## src/rtl/gray_to_rgb_core.sv

```systemverilog
// gray_to_rgb_core: frame-framed gray -> RGB555 converter with a small output FIFO.
// A three-state controller (IDLE/PROCESSING/DRAIN) gates pixel intake; each
// accepted gray pixel is replicated into R, G and B and buffered for the sink.
module gray_to_rgb_core #(
   parameter int PIXEL_WIDTH_IN = 8,
   parameter int MAX_PIXEL_BITS = 15,
   parameter int FIFO_DEPTH     = 4
) (
   input  logic                      clk_i,
   input  logic                      reset_i,
   input  logic                      start_i,
   input  logic                      finish_i,
   input  logic [PIXEL_WIDTH_IN-1:0] in_px_gray_i,
   input  logic                      in_valid_i,
   output logic                      in_ready_o,
   output logic [MAX_PIXEL_BITS-1:0] out_px_rgb_o,
   output logic                      out_valid_o,
   input  logic                      out_ready_i,
   output logic                      busy_o,
   output logic                      done_o,
   output logic [15:0]               px_count_o
);

   localparam int AW = (FIFO_DEPTH > 2) ? $clog2(FIFO_DEPTH) : 1;

   typedef enum logic [1:0] {
      IDLE       = 2'd0,
      PROCESSING = 2'd1,
      DRAIN      = 2'd2
   } state_t;

   state_t state, next_state;
   logic   done_q, drain_done;

   // FIFO storage; pointers carry one extra bit so full and empty differ
   logic [MAX_PIXEL_BITS-1:0] mem [FIFO_DEPTH];
   logic [AW:0]               wr_ptr, rd_ptr, occ;
   logic                      fifo_empty, fifo_full;
   logic                      push, pop;
   logic [4:0]                f;
   logic [MAX_PIXEL_BITS-1:0] px_word;
   logic [15:0]               px_cnt;

   // Only the top five gray bits carry into RGB555
   logic unused_gray_lsbs;
   assign unused_gray_lsbs = ^in_px_gray_i[PIXEL_WIDTH_IN-6:0];

   assign occ        = wr_ptr - rd_ptr;
   assign fifo_empty = (wr_ptr == rd_ptr);
   assign fifo_full  = (wr_ptr[AW] != rd_ptr[AW]) && (wr_ptr[AW-1:0] == rd_ptr[AW-1:0]);

   // Full blocks intake even when a pop happens in the same cycle
   assign in_ready_o  = (state == PROCESSING) && !fifo_full;
   assign out_valid_o = !fifo_empty;
   assign push        = in_valid_i && in_ready_o;
   assign pop         = out_valid_o && out_ready_i;

   assign f       = in_px_gray_i[PIXEL_WIDTH_IN-1 -: 5];
   assign px_word = MAX_PIXEL_BITS'({f, f, f});

   assign out_px_rgb_o = mem[rd_ptr[AW-1:0]];
   assign busy_o       = (state != IDLE);
   assign done_o       = done_q;
   assign px_count_o   = px_cnt;

   // FIFO write/read pointers and storage; cleared so the head reads 0 after reset
   always_ff @(posedge clk_i) begin
      if (reset_i) begin
         for (int i = 0; i < FIFO_DEPTH; i++) mem[i] <= '0;
         wr_ptr <= '0;
         rd_ptr <= '0;
      end else begin
         if (push) begin
            mem[wr_ptr[AW-1:0]] <= px_word;
            wr_ptr              <= wr_ptr + (AW+1)'(1);
         end
         if (pop) rd_ptr <= rd_ptr + (AW+1)'(1);
      end
   end

   // Frame pixel counter: cleared at frame start, saturates at all-ones
   always_ff @(posedge clk_i) begin
      if (reset_i) begin
         px_cnt <= '0;
      end else if (state == IDLE && start_i) begin
         px_cnt <= '0;
      end else if (push && px_cnt != 16'hFFFF) begin
         px_cnt <= px_cnt + 16'd1;
      end
   end

   // State register plus the registered end-of-frame pulse
   always_ff @(posedge clk_i) begin
      if (reset_i) begin
         state  <= IDLE;
         done_q <= 1'b0;
      end else begin
         state  <= next_state;
         done_q <= drain_done;
      end
   end

   // Next-state logic; DRAIN exits on the edge where the last entry leaves
   // (no pushes happen in DRAIN, so occupancy 1 plus a pop means empty next)
   always_comb begin
      next_state = state;
      drain_done = 1'b0;
      case (state)
         IDLE:       if (start_i)  next_state = PROCESSING;
         PROCESSING: if (finish_i) next_state = DRAIN;
         DRAIN: begin
            if (fifo_empty || (occ == (AW+1)'(1) && pop)) begin
               next_state = IDLE;
               drain_done = 1'b1;
            end
         end
         default:    next_state = IDLE;
      endcase
   end

endmodule

```

## config.mk

```make
export PLATFORM = sky130hd
export DESIGN_NAME = gray_to_rgb_core
export DESIGN_NICKNAME = d
export VERILOG_FILES = /design/src/rtl/gray_to_rgb_core.sv
export SDC_FILE = /design/constraint.sdc
export NUM_CORES = 1
export LEC_CHECK = 0
export ABC_AREA = 1
export CAP_MARGIN = 20
export CORE_UTILIZATION = 55
export CTS_BUF_LIST = sky130_fd_sc_hd__clkbuf_2
export CTS_CLUSTER_DIAMETER = 30
export CTS_CLUSTER_SIZE = 8
export DETAILED_ROUTE_END_ITERATION = 10
export PLACE_DENSITY = 0.84
export SLEW_MARGIN = 30
export SYNTH_ARGS = -nofsm -noshare
export SYNTH_HDL_FRONTEND = slang
export SYNTH_SLANG_ARGS = --single-unit
```

## constraint.sdc

```tcl
create_clock -name clk_i -period 3.3 [get_ports clk_i]
set_input_delay 0.495 -clock clk_i [delete_from_list [all_inputs] [get_ports clk_i]]
set_output_delay 0.495 -clock clk_i [all_outputs]
set_load 0.03 [all_outputs]
```

# Word level (Yosys, flattened, before mapping)
# Memories as Yosys holds them, arrays and structs flattened. A register that Yosys moved wholly into a read port is not among the register bits.
# Cells that the tools add are included.
[classes]
order_cmp = 0
n_mul = 0
div_mod_pow = 0
reduce_logical = 16
add_sub_neg = 4
n_bitwise = 1
eq_ne = 10
mux = 15
shift = 0
[ops]
columns = ["op", "count"]
rows = [
  ["adder 16 x 1 -> 16 bit, second input constant", 1],
  ["!= test 16 bit, second input constant", 1],
  ["two-way mux 15 bit", 1],
  ["OR reduction 15 bit", 1],
  ["two-way mux 2 bit", 6],
  ["logical AND 1 bit", 7],
  ["two-way mux 1 bit", 7],
  ["adder 3 x 1 -> 3 bit, second input constant", 2],
  ["!= test 2 bit, second input constant", 3],
  ["one-hot mux 2 bit (3 select lines)", 1],
  ["OR reduction 2 bit", 2],
  ["== test 3 x 1 -> 1 bit, second input constant", 1],
  ["== test 3 bit", 1],
  ["AND reduction 3 bit", 1],
  ["subtractor 3 bit", 1],
  ["== test 2 x 1 -> 1 bit, second input constant", 1],
  ["== test 2 bit", 1],
  ["== test 2 bit, second input constant", 1],
  ["zero test 1 bit", 2],
  ["zero test 2 bit", 1],
  ["nonzero test 2 bit", 1],
  ["logical OR 1 bit", 1],
  ["!= test 1 bit", 1],
  ["inverter 1 bit", 1],
]
[totals]
register_bits = 25
latchBits = 0
memories = 1
ram_bits = 60
rom_bits = 0
output_inout_bits = 35
[mem_list]
columns = ["name", "depth", "word_bits", "read_ports", "rd_clocked_by_memory_dff", "write_ports", "line", "text"]
rows = [
  ["mem", 4, 15, 1, 1, 4, "36", "logic [MAX_PIXEL_BITS-1:0] mem [FIFO_DEPTH];"],
]

# Longest topological paths before layout
[depth]
word_depth = 10
depth_mapped = 11
ltp_nobuf = 11

# Worst setup path after synthesis
# OpenSTA, ideal clock, no wires.
[synth_path]
path_kind = "register -> output"
startpoint = "reg wr_ptr[0]"
endpoint = "out in_ready_o"
stages_incl_launch_ff = 6
n_path_buf = 0
t_arrival_ns = 1.576
required_time_ns = 2.805
path_slack_ns = 1.229
cell_sequence = "dfxtp_1 inv_1 ha_1 nand2_1 inv_1 a21boi_0"
[synth_via]
elab_chain_cells = 4
[synth_lines]
columns = ["element", "line", "text"]
rows = [
  ["from (decl)", "37", "logic [AW:0] wr_ptr, rd_ptr, occ;"],
  ["from (signal assigned)", "75", "wr_ptr <= wr_ptr + (AW+1)'(1);"],
  ["== test 2 bit", "50", "assign fifo_full = (wr_ptr[AW] != rd_ptr[AW]) && (wr_ptr[AW-1:0] == rd_ptr[AW-1:0]);"],
  ["logical AND 1 bit", "50", ""],
  ["zero test 1 bit", "53", "assign in_ready_o = (state == PROCESSING) && !fifo_full;"],
  ["logical AND 1 bit", "53", ""],
  ["to (decl)", "15", "output logic in_ready_o,"],
]
# No other way between the ends.

# Worst setup path in the final report
# Ends and elaborated chain as after synthesis.

==> impl_metrics.env <==
export IMPL_status="complete, no violations"
export IMPL_finish_net_count=378
export IMPL_finClkSkew_ns=0.00872
export IMPL_ys_seq_area_share_pct=46.2
export IMPL_yosysUniqueCellTypes=30
export IMPL_num_antenna_cells=0
export IMPL_grt_pass1_wl_mm=8.07
export IMPL_ys_top_cells_by_area="edfxtp_1 (24%), dfxtp_1 (22%), nand2_1 (11%)"
export IMPL_core_area_mm2=0.00432
export IMPL_die_area_mm2=0.00477
export IMPL_drive_gt1_share_pct=6.13
export IMPL_vias=2171
export IMPL_placed_cell_area_mm2=0.00287
export IMPL_avgSynthCellArea_um2=7.70
export IMPL_cp_required_ns=2.80
export IMPL_p_leak_nw=1.12
export IMPL_insertion_delay_ns=0.41
export IMPL_ctsResizeCount=0
export IMPL_synth_ff_type="dfxtp_1"
export IMPL_root_buffer="clkbuf_2"
export IMPL_syn_inst=321
export IMPL_ys_ff_latch=47
export IMPL_irDropWorstVdd_v=0.000314
export IMPL_wirelength_mm=4.92
export IMPL_h_tree_depth=2
export IMPL_post_synth_top_area_cell="edfxtp_1"
export IMPL_setup_tns_ns=0
export IMPL_multi_input_area_mm2=0.00109
export IMPL_initial_core_util_pct=57.2
export IMPL_drv_cap=0
export IMPL_fmax_mhz=358
export IMPL_hold_ws_ns=0.540
export IMPL_overflow=0
export IMPL_grt_max_degree=21
export IMPL_wire_per_inst_um=12.0
export IMPL_post_drt_via_cell_ratio=5.28
export IMPL_die_h_um=69.0
export IMPL_clk_pin_slew_worst_paths_ns=0.22
export IMPL_synth_edf_count=20
export IMPL_hpwl_mm=3.58
export IMPL_ys_warn_count=0
export IMPL_cts_hold_buf=0
export IMPL_rows=24
export IMPL_drtIter0Drc=150
export IMPL_drv_slew=0
export IMPL_port_buffers=45
export IMPL_gp_congestion=0.884
export IMPL_setup_viol=0
export IMPL_stdcell_area_mm2=0.00296
export IMPL_clock_sinks=47
export IMPL_stdcell_count=411
export IMPL_mappedNetlistNets=341
export IMPL_register_area_mm2=0.00114
export IMPL_synth_top_area_share_pct=24.3
export IMPL_grtUsageTotal_pct=21.0
export IMPL_p_per_area_mw_per_mm2=500
export IMPL_area_growth_pct=19.9
export IMPL_drc=0
export IMPL_grt_pass1_vias=1931
export IMPL_min_path_type="reg -> reg"
export IMPL_crit_fanout=5
export IMPL_cp_start_kind="flop"
export IMPL_cts_buffers=5
export IMPL_cts_tree="built"
export IMPL_drtAntennaViolNets=0
export IMPL_synthArstFlopShare_pct=0
export IMPL_die_x_um=69.0
export IMPL_dr_pass1_iters=4
export IMPL_grt_setup_unrepaired="no"
export IMPL_nFillCells=360
export IMPL_relSlewSlack_pct=47.5
export IMPL_r2r_setup_slack_ns=1.01
export IMPL_dp_cells=403
export IMPL_syn_cell_area_mm2=0.00247
export IMPL_worst_setup_path_end_kind="primary output"
export IMPL_finalCritPeriodShare_pct=84.6
export IMPL_crit_type="reg -> out"
export IMPL_tightest_slew_ns=0.787
export IMPL_antenna_found_initial=0
export IMPL_post_cts_setup_buffers=0
export IMPL_fin_crit_ns=2.79
export IMPL_io_pins=49
export IMPL_clk_path_buf_depth=2
export IMPL_hold_viol=0
export IMPL_arrival_ns=2.30
[layer usage]
layer / up-vias / GRT usage, % / part of all wire, %
met1: 984 / 26.1 / 44
met5: - / 0 / 0
li1: 1113 / - / -
met3: 6 / 4.97 / 5.6
met2: 68 / 34.7 / 49
met4: 0 / 9.30 / 1.3
[critical path, stage by stage, from the launching register on]
cell and delay (ns):
dfxtp_1 0.42, inv_1 0.11, ha_1 0.32, nand2_1 0.07, inv_1 0.06, a21boi_0 0.19, clkdlybuf4s50_1 0.71
[cell usage after synthesis, types with 2 or more instances]
master and count:
buf_6 2, xnor2_1 3, nor2_2 3, ha_1 5, nand2_2 5, nor2_1 59
a21oi_1 19, o22ai_1 5, inv_1 30, nand4_1 4, nor2_4 2, o21ai_1 4
nand2_1 70, inv_2 2, dfxtp_1 27, o21ai_0 23, edfxtp_1 20, buf_4 11
clkinv_1 2, nor3_1 2, nand3_1 14
[registers in the layout (all words and copies together), names as in the netlist, named ones only]
| name | cells |
|---|---|
| done_o | 1 |
| mem | 20 |
| px_count_o | 16 |
| rd_ptr | 3 |
| state | 2 |
| wr_ptr | 3 |
[logic make-up after synthesis]
logic type / synth area share (%)
AND/OR/NAND/NOR: 28.4
AO/OA/AOI/OAI: 10.9
buffers and inverters: 9.77
flip-flops: 46.2
adder cells (fa/ha/maj): 3.34
XOR/XNOR: 1.42
[final cells by class]
type                    instances  area share (%)
multi-input cells             225            36.8
flip-flops and latches         47            38.5
clock buffers                   6            1.01
inverters                      34            4.31
repair buffers                 45            15.2
well taps                      52            2.20
clock inverters                 2            2.03
[path summary, 6_finish.rpt]
check	start	endpoint	cells past startpoint
worst max-delay path	wr_ptr[0]	in_ready_o	6
worst max register to register	wr_ptr[0]	px_count_o[6]	10
worst min register to register	px_count_o[15]	px_count_o[15]	2
worst min-delay path	px_count_o[15]	px_count_o[15]	2
[cell usage in the layout, fill, tap and decap left out]
| cell | n |
|---|---|
| nor2_2 | 3 |
| fa_1 | 1 |
| a21oi_1 | 19 |
| and3_1 | 1 |
| nand4_1 | 4 |
| nand3b_1 | 1 |
| xnor2_1 | 3 |
| xor2_1 | 1 |
| nand3_1 | 14 |
| a21boi_0 | 1 |
| nand2_2 | 5 |
| o21ai_0 | 23 |
| nor2_4 | 2 |
| clkdlybuf4s50_1 | 45 |
| inv_1 | 30 |
| ha_1 | 5 |
| o21ai_1 | 4 |
| inv_2 | 2 |
| nor3_1 | 2 |
| nand3_2 | 1 |
| o22ai_1 | 5 |
| clkinv_1 | 2 |
| clkbuf_2 | 6 |
| nand2_1 | 70 |
| dfxtp_1 | 27 |
| edfxtp_1 | 20 |
| bufinv_16 | 2 |
| nor2_1 | 59 |
| nand3_4 | 1 |
[stage by stage]
stage	power [mW]	utilization [%]	setup WS (ns)
3_5_place_dp	1.11	66.5	0.998
3_3_place_gp	1.10	66.5	1.02
4_1_cts	1.49	68.5	0.471
5_1_grt	1.54	68.5	0.334
6_report	1.48	68.5	0.509
2_1_floorplan	0.989	-	1.23
[power breakdown]
part | leakage (nW) | switching (mW) | internal (mW)
clock network | 0.0532 | 0.182 | 0.207
registers | 0.426 | 0.0222 | 0.633
logic | 0.639 | 0.273 | 0.166
total | 1.12 | 0.477 | 1.01
Note: power is estimated with default switching activity, not from simulation.
